File: config.mk
export PLATFORM = sky130hd
export DESIGN_NAME = multicycle_controller
export DESIGN_NICKNAME = d
export VERILOG_FILES = /design/src/rtl/mc_pkg.sv /design/src/rtl/mc_alu_decoder.sv /design/src/rtl/multicycle_controller.sv
export SDC_FILE = /design/constraint.sdc
export NUM_CORES = 1
export LEC_CHECK = 0
export CORE_AREA = 3 3 51 53
export DETAILED_ROUTE_END_ITERATION = 10
export DIE_AREA = 0 0 54 56
export HOLD_SLACK_MARGIN = 0.02
export PLACE_DENSITY = 0.82
export RECOVER_POWER = 25
export SYNTH_ARGS = -nofsm -noshare
export SYNTH_HDL_FRONTEND = slang
export SYNTH_HIERARCHICAL = 1
export SYNTH_SLANG_ARGS = --single-unit
File: constraint.sdc
create_clock -name clk -period 5.2 [get_ports clk]
set_clock_uncertainty 0.1 [all_clocks]
set_input_delay 0.52 -clock clk [delete_from_list [all_inputs] [get_ports clk]]
set_output_delay 0.52 -clock clk [all_outputs]
set_load 0.01 [all_outputs]
File: src/rtl/mc_pkg.sv
// Shared types and encodings for the multi-cycle MIPS sequencing controller.
package mc_pkg;

  typedef enum logic [3:0] {
    S_FETCH,
    S_DECODE,
    S_EXEC_R,
    S_WB_R,
    S_EXEC_I,
    S_WB_I,
    S_MEM_ADDR,
    S_MEM_RD,
    S_MEM_WR,
    S_WB_LW,
    S_BRANCH,
    S_JUMP,
    S_JAL,
    S_JR,
    S_ILLEGAL,
    S_HALT
  } state_e;

  localparam logic [5:0] OP_RTYPE = 6'b000000;
  localparam logic [5:0] OP_ADDI  = 6'b001000;
  localparam logic [5:0] OP_SLTI  = 6'b001010;
  localparam logic [5:0] OP_LW    = 6'b100011;
  localparam logic [5:0] OP_SW    = 6'b101011;
  localparam logic [5:0] OP_BEQ   = 6'b000100;
  localparam logic [5:0] OP_J     = 6'b000010;
  localparam logic [5:0] OP_JAL   = 6'b000011;

  localparam logic [5:0] FN_ADD = 6'b100000;
  localparam logic [5:0] FN_SUB = 6'b100010;
  localparam logic [5:0] FN_AND = 6'b100100;
  localparam logic [5:0] FN_OR  = 6'b100101;
  localparam logic [5:0] FN_SLT = 6'b101010;
  localparam logic [5:0] FN_JR  = 6'b001000;

  typedef enum logic [2:0] {
    ALU_AND = 3'b000,
    ALU_OR  = 3'b001,
    ALU_ADD = 3'b010,
    ALU_SUB = 3'b110,
    ALU_SLT = 3'b111
  } alu_op_e;

  typedef enum logic [1:0] {
    PC_ALU    = 2'b00,
    PC_ALUOUT = 2'b01,
    PC_JUMP   = 2'b10,
    PC_REG    = 2'b11
  } pc_src_e;

  typedef enum logic [1:0] {
    RD_RT = 2'b00,
    RD_RD = 2'b01,
    RD_RA = 2'b10
  } reg_dst_e;

  typedef enum logic [1:0] {
    SB_B      = 2'b00,
    SB_FOUR   = 2'b01,
    SB_IMM    = 2'b10,
    SB_IMM_SH = 2'b11
  } alu_srcb_e;

  // AS_NONE leaves the ALU operation bus at 000 in states that do not use the ALU.
  typedef enum logic [1:0] {
    AS_NONE = 2'b00,
    AS_ADD  = 2'b01,
    AS_SUB  = 2'b10,
    AS_FUNC = 2'b11
  } alu_sel_e;

  typedef struct packed {
    logic      mem_req;
    logic      mem_read;
    logic      mem_write;
    logic      iord;
    logic      ir_write;
    logic      pc_write;
    logic      reg_write;
    reg_dst_e  reg_dst;
    logic      mem_to_reg;
    logic      wd_inp;
    logic      alu_src_a;
    alu_srcb_e alu_src_b;
    alu_sel_e  alu_sel;
    pc_src_e   pc_src;
    logic      retire;
  } ctrl_t;

  function automatic logic is_mem_wait(input state_e s);
    return (s == S_FETCH) || (s == S_MEM_RD) || (s == S_MEM_WR);
  endfunction

endpackage

File: src/rtl/mc_alu_decoder.sv
// ALU operation decode: fixed add/sub, or derived from func (R-type) / opcode (slti).
module mc_alu_decoder
  import mc_pkg::*;
(
  input  alu_sel_e   sel,
  input  logic [5:0] opc,
  input  logic [5:0] func,
  output logic [2:0] alu_op
);

  alu_op_e op;

  always_comb begin
    op = ALU_AND;
    unique case (sel)
      AS_NONE: op = ALU_AND;
      AS_ADD:  op = ALU_ADD;
      AS_SUB:  op = ALU_SUB;
      AS_FUNC: begin
        op = ALU_ADD;
        if (opc == OP_SLTI) begin
          op = ALU_SLT;
        end else if (opc == OP_RTYPE) begin
          case (func)
            FN_ADD:  op = ALU_ADD;
            FN_SUB:  op = ALU_SUB;
            FN_AND:  op = ALU_AND;
            FN_OR:   op = ALU_OR;
            FN_SLT:  op = ALU_SLT;
            default: op = ALU_ADD;
          endcase
        end
      end
      default: op = ALU_AND;
    endcase
  end

  assign alu_op = op;

endmodule

File: src/rtl/multicycle_controller.sv
// Multi-cycle MIPS sequencing FSM with memory handshake watchdog.
// Define MC_ILLEGAL_TRAP_EN to trap illegal opcodes into a HALT state.
module multicycle_controller
  import mc_pkg::*;
#(
  parameter int unsigned WAIT_LIMIT = 15
) (
  input  logic       clk,
  input  logic       rst,
  input  logic [5:0] opc,
  input  logic [5:0] func,
  input  logic       zero,
  input  logic       mem_ready,
  output logic       mem_req,
  output logic       MemRead,
  output logic       MemWrite,
  output logic       IorD,
  output logic       IRWrite,
  output logic       PCWrite,
  output logic       RegWrite,
  output logic [1:0] RegDst,
  output logic       MemToReg,
  output logic       WDInp,
  output logic       ALUSrcA,
  output logic [1:0] ALUSrcB,
  output logic [2:0] ALUOperation,
  output logic [1:0] PCSrc,
  output logic       retire,
  output logic       mem_timeout,
  output logic       halted
);

  localparam int unsigned CW = (WAIT_LIMIT < 2) ? 1 : $clog2(WAIT_LIMIT + 1);

  state_e        state;
  state_e        state_next;
  ctrl_t         c;
  logic [2:0]    alu_op;
  logic [CW-1:0] wd_cnt;
  logic          wd_wait;
  logic          wd_hit;

  always_ff @(posedge clk or negedge rst) begin
    if (!rst) begin
      state <= S_FETCH;
    end else begin
      state <= state_next;
    end
  end

  always_comb begin
    c          = '0;
    state_next = state;
    unique case (state)
      S_FETCH: begin
        c.mem_req   = 1'b1;
        c.mem_read  = 1'b1;
        c.alu_src_b = SB_FOUR;
        c.alu_sel   = AS_ADD;
        c.pc_src    = PC_ALU;
        if (mem_ready) begin
          c.ir_write = 1'b1;
          c.pc_write = 1'b1;
          state_next = S_DECODE;
        end
      end
      S_DECODE: begin
        c.alu_src_b = SB_IMM_SH;
        c.alu_sel   = AS_ADD;
        case (opc)
          OP_RTYPE:        state_next = (func == FN_JR) ? S_JR : S_EXEC_R;
          OP_ADDI, OP_SLTI: state_next = S_EXEC_I;
          OP_LW, OP_SW:    state_next = S_MEM_ADDR;
          OP_BEQ:          state_next = S_BRANCH;
          OP_J:            state_next = S_JUMP;
          OP_JAL:          state_next = S_JAL;
          default:         state_next = S_ILLEGAL;
        endcase
      end
      S_EXEC_R: begin
        c.alu_src_a = 1'b1;
        c.alu_src_b = SB_B;
        c.alu_sel   = AS_FUNC;
        state_next  = S_WB_R;
      end
      S_WB_R: begin
        // func-derived operation stays on the bus through R-type write-back
        c.reg_write = 1'b1;
        c.reg_dst   = RD_RD;
        c.alu_sel   = AS_FUNC;
        c.retire    = 1'b1;
        state_next  = S_FETCH;
      end
      S_EXEC_I: begin
        c.alu_src_a = 1'b1;
        c.alu_src_b = SB_IMM;
        c.alu_sel   = AS_FUNC;
        state_next  = S_WB_I;
      end
      S_WB_I: begin
        c.reg_write = 1'b1;
        c.reg_dst   = RD_RT;
        c.retire    = 1'b1;
        state_next  = S_FETCH;
      end
      S_MEM_ADDR: begin
        c.alu_src_a = 1'b1;
        c.alu_src_b = SB_IMM;
        c.alu_sel   = AS_ADD;
        state_next  = (opc == OP_LW) ? S_MEM_RD : S_MEM_WR;
      end
      S_MEM_RD: begin
        c.mem_req  = 1'b1;
        c.mem_read = 1'b1;
        c.iord     = 1'b1;
        if (mem_ready) begin
          state_next = S_WB_LW;
        end
      end
      S_WB_LW: begin
        c.reg_write  = 1'b1;
        c.reg_dst    = RD_RT;
        c.mem_to_reg = 1'b1;
        c.retire     = 1'b1;
        state_next   = S_FETCH;
      end
      S_MEM_WR: begin
        c.mem_req   = 1'b1;
        c.mem_write = 1'b1;
        c.iord      = 1'b1;
        if (mem_ready) begin
          c.retire   = 1'b1;
          state_next = S_FETCH;
        end
      end
      S_BRANCH: begin
        c.alu_src_a = 1'b1;
        c.alu_src_b = SB_B;
        c.alu_sel   = AS_SUB;
        c.pc_src    = PC_ALUOUT;
        c.pc_write  = zero;
        c.retire    = 1'b1;
        state_next  = S_FETCH;
      end
      S_JUMP: begin
        c.pc_src   = PC_JUMP;
        c.pc_write = 1'b1;
        c.retire   = 1'b1;
        state_next = S_FETCH;
      end
      S_JAL: begin
        c.pc_src    = PC_JUMP;
        c.pc_write  = 1'b1;
        c.reg_write = 1'b1;
        c.reg_dst   = RD_RA;
        c.wd_inp    = 1'b1;
        c.retire    = 1'b1;
        state_next  = S_FETCH;
      end
      S_JR: begin
        c.pc_src   = PC_REG;
        c.pc_write = 1'b1;
        c.retire   = 1'b1;
        state_next = S_FETCH;
      end
      S_ILLEGAL: begin
`ifdef MC_ILLEGAL_TRAP_EN
        state_next = S_HALT;
`else
        c.retire   = 1'b1;
        state_next = S_FETCH;
`endif
      end
      S_HALT: begin
`ifdef MC_ILLEGAL_TRAP_EN
        state_next = S_HALT;
`else
        state_next = S_FETCH;
`endif
      end
      default: state_next = S_FETCH;
    endcase
  end

  mc_alu_decoder u_alu_dec (
    .sel    (c.alu_sel),
    .opc    (opc),
    .func   (func),
    .alu_op (alu_op)
  );

  // The pulse fires in the cycle after WAIT_LIMIT consecutive stalls; that cycle
  // is itself a stall, so it opens the next window with the count at one.
  assign wd_wait = is_mem_wait(state) && !mem_ready;
  assign wd_hit  = (WAIT_LIMIT != 0) && wd_wait && (wd_cnt == CW'(WAIT_LIMIT));

  always_ff @(posedge clk or negedge rst) begin
    if (!rst) begin
      wd_cnt <= '0;
    end else if (WAIT_LIMIT == 0 || !wd_wait) begin
      wd_cnt <= '0;
    end else if (wd_hit) begin
      wd_cnt <= CW'(1);
    end else begin
      wd_cnt <= wd_cnt + CW'(1);
    end
  end

  // Every output is held low while reset is asserted.
  assign mem_req      = rst & c.mem_req;
  assign MemRead      = rst & c.mem_read;
  assign MemWrite     = rst & c.mem_write;
  assign IorD         = rst & c.iord;
  assign IRWrite      = rst & c.ir_write;
  assign PCWrite      = rst & c.pc_write;
  assign RegWrite     = rst & c.reg_write;
  assign RegDst       = {2{rst}} & c.reg_dst;
  assign MemToReg     = rst & c.mem_to_reg;
  assign WDInp        = rst & c.wd_inp;
  assign ALUSrcA      = rst & c.alu_src_a;
  assign ALUSrcB      = {2{rst}} & c.alu_src_b;
  assign ALUOperation = {3{rst}} & alu_op;
  assign PCSrc        = {2{rst}} & c.pc_src;
  assign retire       = rst & c.retire;
  assign mem_timeout  = rst & wd_hit;

`ifdef MC_ILLEGAL_TRAP_EN
  assign halted = rst & (state == S_HALT);
`else
  assign halted = 1'b0;
`endif

endmodule

==> flow_metrics.py, run 1 <==
metrics = {
    "synth": {
        "yosys-top-cells-count": "a21oi_1 (19), nor2_1 (16), dfrtp_1 (8)",
        "async_flop_share_pct": 100,
        "syn-instance-count": 140,
        "yosysWarnings": 6,
        "synth_top_family_by_area": "simple AND/OR/NAND/NOR gates",
        "syn-cell-area_sq_um": 1040,
        "ys_types": 50,
        "yosys.cell_count.top_type": "a21oi_1",
        "synth_flop_cell": "dfrtp_1",
        "ys_seq_elements": 8,
        "ys_seq_area_share_pct": 19.3,
        "synthMuxAreaShare_pct": 1.08,
        "synth-xor-area-share_pct": 2.53,
        "synthSimpleGateAreaFrac_pct": 40.4,
        "synth_nets": 157,
        "postSynthAreaPerCell_sq_um": 7.42,
        "synth-adder-area-share_pct": 1.20,
        "synthTopCellsByArea": "dfrtp_1 (19%), a21oi_1 (9.2%), nor2_1 (5.8%)",
        "synth_compound_area_share_pct": 27.5,
        "synth_top_area_share_pct": 19.3,
        "synth_largest_area_cell": "dfrtp_1",
        "synth_edf_count": 0,
    },
    "clock_tree": {
        "cts_setup_buffers": 0,
        "cts_inserted_buffers": 3,
        "cts.sinks": 8,
        "cts_max_path_buffers": 2,
        "cts_tree": "built",
        "worstSkewPairLatency_ns": 0.25,
        "cts-root-buf": "clkbuf_4",
        "postCtsResizedCells": 0,
        "ctsHoldBuffers": 0,
        "htree_num_levels": 1,
        "cts.reportedPaths.clkPinSlew_ns": 0.06,
    },
    "finish": {
        "insertedDiodeCount": 0,
        "post-route-util_pct": 64.0,
        "syn_to_final_growth_pct": 35.1,
        "final_cells": 197,
        "postLayoutCellArea_sq_um": 1400,
        "nets": 188,
        "drive_gt1_share_pct": 5.92,
    },
    "timing": {
        "min_period_over_period_pct": 65.2,
        "rsz0062_at_grt": "no",
        "min_period_ns": 3.39,
        "slew_headroom_pct": 54.5,
        "worst_slack_ns": 1.81,
        "fin_setup_tns_ns": 0,
        "tightest_slew_ns": 0.682,
        "fmax_ghz": 0.295,
        "setup_viol": 0,
        "whs_ns": 0.420,
        "hold_viol_final": 0,
        "slew_violations": 0,
    },
    "placement": {
        "gp_congestion": 0.789,
        "dp_hpwl_mm": 2.23,
        "placed_cell_area_sq_um": 1380,
        "dp_slack_ns": 1.84,
        "place_inst": 194,
        "port_buffers": 36,
    },
    "route": {
        "antenna_left": 0,
        "num_vias": 1184,
        "drt-initial-drc-count": 28,
        "wl_mm": 2.81,
        "drc_errors": 0,
        "wl_per_cell_um": 14.3,
        "routed_via_density": 6.01,
        "drtPass1Iterations": 4,
    },
    "die": {
        "coreArea_sq_um": 2190,
        "fp.dieW_um": 54,
        "die_y_um": 56,
        "row_count": 17,
        "die_area_sq_um": 3020,
        "initial_core_util_pct": 47.4,
        "ios": 38,
    },
    "global_routing": {
        "grt_pass1_vias": 1079,
        "grt_use_total_pct": 19.9,
        "grt_start_max_net_pins": 26,
        "grt-ovfl-total": 0,
        "grt_pass1_wl_mm": 4.71,
        "antenna_found_initial": 0,
    },
    "critical_path": {
        "cp-end-kind": "output pin",
        "crit_fanout": 17,
        "critPathLaunchType": "primary input",
        "crit_arrival_ns": 2.77,
        "worstPathRequired_ns": 4.58,
        "critPathKind": "in -> out",
        "reg2reg_setup_slack_ns": 2.98,
    },
    "job": {
        "cap_violations": 0,
    },
    "pwr": {
        "leakagePower_nw": 0.493,
        "peakVddDrop_uv": 207,
        "p_total_mw": 0.493,
        "power-per-cell-area_nw_per_um2": 352,
    },
    "min_path": {
        "hp-class": "reg -> reg",
    },
    "status": {
        "status": "completed",
    },
}
[area by class of cell]
class                      count  area, sq um
fill                         201          788
multi-input combinational    115          758
timing repair buffer          36          360
sequential                     8          200
tap                           28         35.0
inverter                       7         26.3
clock buffer                   3         22.5
[kinds of logic (layout without fill, tap and decap cells)]
| logic type | Yosys count | in the layout |
|---|---|---|
| adders and majority gates | 1 | 1 |
| AOI/OAI and AO/OA | 44 | 44 |
| and+or+nand+nor | 65 | 65 |
| muxes | 1 | 1 |
| xor gates and xnor gates | 3 | 3 |
| DFF | 8 | 8 |
| other | 1 | 1 |
| buffers and inverters | 17 | 46 |
[final timing paths]
| check | start | endpoint | cells past startpoint |
|---|---|---|---|
| max | rst | ALUSrcA | 4 |
| min | wd_cnt[0] | wd_cnt[0] | 1 |
| max reg2reg | state[0] | state[3] | 4 |
| min reg2reg | wd_cnt[0] | wd_cnt[0] | 1 |
| max in group asynchronous | rst | state[2] | 1 |
| min in group asynchronous | rst | wd_cnt[3] | 1 |
[layout by cell type (no fill, tap or decap), types with 2 or more instances in the layout]
cell and instances:
o211ai_1 2, a31oi_1 3, nand2b_1 4, nor4_1 2
and4_1 2, nor2_1 16, xnor2_1 3, and2_1 3
clkbuf_4 3, a221oi_1 2, nor2b_1 2, inv_1 7
o21ai_0 4, nor3b_1 2, nand4b_1 3, nand3_1 5
nand2_1 7, o2111ai_1 2, o311ai_0 2, clkdlybuf4s50_1 35
nor3_1 3, or2_2 2, dfrtp_1 8, a21oi_1 19
a211oi_1 2, or3_1 3
[sequential cells by signal, indices dropped and copies added (netlist names)]
signal / flops
wd_cnt: 4
state: 4
[critical path, cell delays in order]
cell and delay (ns):
dlygate4sd3_1 0.95, inv_1 0.23, a2111oi_0 0.44, clkdlybuf4s50_1 0.62
[power by group]
group	switching, mW	internal [mW]	total (mW)	leakage, nW
Sequential	0.0698	0.0788	0.149	0.106
Combinational	0.147	0.151	0.298	0.373
Clock	0.0204	0.0264	0.0467	0.0138
[routing by layer]
| layer | share of wire, % | track usage [%] | vias up |
|---|---|---|---|
| met4 | 1.2 | 5.34 | 0 |
| met1 | 42 | 26.5 | 543 |
| met2 | 50 | 32.2 | 53 |
| met3 | 6.6 | 3.49 | 4 |
| met5 | 0 | 0 | - |
| li1 | - | - | 584 |
Power figures use the tool's default switching activity.
==> inputs of run 2 (changes only) <==
--- a/config.mk
+++ b/config.mk
@@ -5,11 +5,11 @@
 export SDC_FILE = /design/constraint.sdc
 export NUM_CORES = 1
 export LEC_CHECK = 0
-export CORE_AREA = 3 3 51 53
+export CORE_AREA = 3 3 53 55
 export DETAILED_ROUTE_END_ITERATION = 10
-export DIE_AREA = 0 0 54 56
+export DIE_AREA = 0 0 56 58
 export HOLD_SLACK_MARGIN = 0.02
-export PLACE_DENSITY = 0.82
+export PLACE_DENSITY = 0.77
 export RECOVER_POWER = 25
 export SYNTH_ARGS = -nofsm -noshare
 export SYNTH_HDL_FRONTEND = slang
==> constraint.sdc (replaced) <==
create_clock -name clk -period 3.4 [get_ports clk]
set_clock_uncertainty 0.1 [all_clocks]
set_input_delay 0.34 -clock clk [delete_from_list [all_inputs] [get_ports clk]]
set_output_delay 0.34 -clock clk [all_outputs]
set_load 0.01 [all_outputs]
==> run 2 against run 1 <==
Sequential power is 40% higher. Total power rose by 55%. Worst hold slack worse by 0.043 ns. Critical path type is now reg -> out. Critical endpoint is now ALUOperation[1]. Highest routed layer is now met3.
==> flow_metrics.py, run 2 (synthesized netlist as in run 1, its figures left out) <==
metrics = {
    "clock_tree": {
        "cts_tree": "built",
        "worstSkewPairLatency_ns": 0.25,
        "cts_inserted_buffers": 3,
        "postCtsResizedCells": 0,
        "htree_num_levels": 1,
        "cts_setup_buffers": 0,
        "cts.reportedPaths.clkPinSlew_ns": 0.05,
        "cts.sinks": 8,
        "ctsHoldBuffers": 0,
        "cts-root-buf": "clkbuf_4",
        "cts_max_path_buffers": 2,
    },
    "route": {
        "antenna_left": 0,
        "drc_errors": 0,
        "drt-initial-drc-count": 28,
        "num_vias": 1199,
        "wl_per_cell_um": 14.4,
        "drtPass1Iterations": 4,
        "wl_mm": 2.90,
        "routed_via_density": 5.97,
    },
    "status": {
        "status": "completed",
    },
    "timing": {
        "tightest_slew_ns": 0.684,
        "whs_ns": 0.376,
        "fin_setup_tns_ns": 0,
        "min_period_ns": 2.93,
        "setup_viol": 0,
        "min_period_over_period_pct": 86.1,
        "hold_viol_final": 0,
        "rsz0062_at_grt": "no",
        "fmax_ghz": 0.342,
        "slew_headroom_pct": 54.4,
        "slew_violations": 0,
    },
    "pwr": {
        "swShare_pct": 47.9,
        "seqPwrFrac_pct": 27.2,
        "power-per-cell-area_nw_per_um2": 540,
        "leakagePower_nw": 0.502,
        "power_frac_comb_pct": 63.6,
        "p_int_mw": 0.399,
        "power_switching_mw": 0.368,
        "pwr-share-clk_pct": 9.2,
        "peakVddDrop_uv": 371,
    },
    "job": {
        "cap_violations": 0,
    },
    "finish": {
        "syn_to_final_growth_pct": 36.7,
        "nets": 190,
        "insertedDiodeCount": 0,
        "drive_gt1_share_pct": 7.02,
        "mostFrequentLayoutCells": "clkdlybuf4s50_1 (35), a21oi_1 (19), nor2_1 (16), dfrtp_1 (8)",
        "final_common_cell": "clkdlybuf4s50_1",
        "reg.largest.list": "state (4), wd_cnt (4)",
    },
    "critical_path": {
        "critPathKind": "reg -> out",
        "path_buf_inv": 1,
        "critPathLaunchType": "flip-flop",
        "slowest_delay_ns": 0.78,
        "crit_arrival_ns": 2.49,
        "crit_fanout": 25,
        "cp_cell_sequence": "nor2_1 -> a22o_1 -> and3_1 -> a31oi_1 -> and2_1 -> clkdlybuf4s50_1",
        "worstPathRequired_ns": 2.96,
        "cp-end-kind": "output pin",
        "path_delay_family": "flip-flops",
        "crit_slowest_cell": "dfrtp_1",
    },
    "min_path": {
        "hp-class": "in -> async",
    },
    "die": {
        "die_y_um": 58,
        "row_count": 18,
        "ios": 38,
        "initial_core_util_pct": 42.7,
        "fp.dieW_um": 56,
        "coreArea_sq_um": 2430,
        "die_area_sq_um": 3250,
    },
    "global_routing": {
        "grt_use_total_pct": 17.8,
        "grt_pass1_wl_mm": 4.73,
        "grt_start_max_net_pins": 26,
        "grt_pass1_vias": 1049,
        "grt-ovfl-total": 0,
        "antenna_found_initial": 0,
    },
    "placement": {
        "port_buffers": 36,
        "gp_congestion": 0.859,
        "dp_hpwl_mm": 2.25,
    },
}
-- run 2: changes by cell type in the layout (fill, tap and decap cells not counted) --
cell | before | now
buf_4 | 0 | 2
-- run 2: through the flow --
| stage | utilization, % | total power, mW | instances | area (sq um) | setup WS [ns] |
|---|---|---|---|---|---|
| 5_1_grt | 58.4 | 0.832 | 201 | 1420 | 0.317 |
| 4_1_cts | 58.4 | 0.766 | 201 | 1420 | 0.488 |
| 3_5_place_dp | 57.5 | 0.692 | 198 | 1400 | 0.636 |
| 6_report | 58.4 | 0.767 | 201 | 1420 | 0.473 |
| 3_3_place_gp | 57.5 | 0.678 | 198 | 1400 | 0.705 |
| 2_1_floorplan | - | 0.512 | 140 | 1040 | 1.25 |
-- run 2: cell type report --
type	count	area, sq um
clock buffers	3	22.5
fillers	219	1010
inverters	7	26.3
multi-input cells	115	758
flip-flops and latches	8	200
well taps	30	37.5
repair buffers	38	375
-- run 2: final timing paths --
path / from / endpoint / slack, ns / cells past startpoint
max: state[0] / ALUOperation[1] / 0.47 / 6
min: rst / state[3] / 0.38 / 2
max reg2reg: state[0] / state[3] / 1.17 / 4
min reg2reg: wd_cnt[0] / wd_cnt[0] / 0.41 / 1
max in group asynchronous: rst / wd_cnt[3] / 2.66 / 2
min in group clk: wd_cnt[0] / wd_cnt[0] / 0.41 / 1
-- run 2: metal layers --
metal | global-route usage, % | up-vias | wire length (um)
li1 | - | 591 | -
met1 | 24.4 | 559 | 1290
met2 | 28.4 | 49 | 1440
met3 | 2.00 | 0 | 171
met4 | 8.14 | 0 | 0
met5 | 0 | - | 0
-- run 2: power by group through the flow --
stage	sequential (mW)	clock [mW]	combinational, mW
detailed placement	0.207	0	0.484
finish	0.208	0.0706	0.488
CTS	0.205	0.0729	0.488
floorplan	0.146	0	0.365
global route	0.218	0.0778	0.537
global placement	0.204	0	0.474
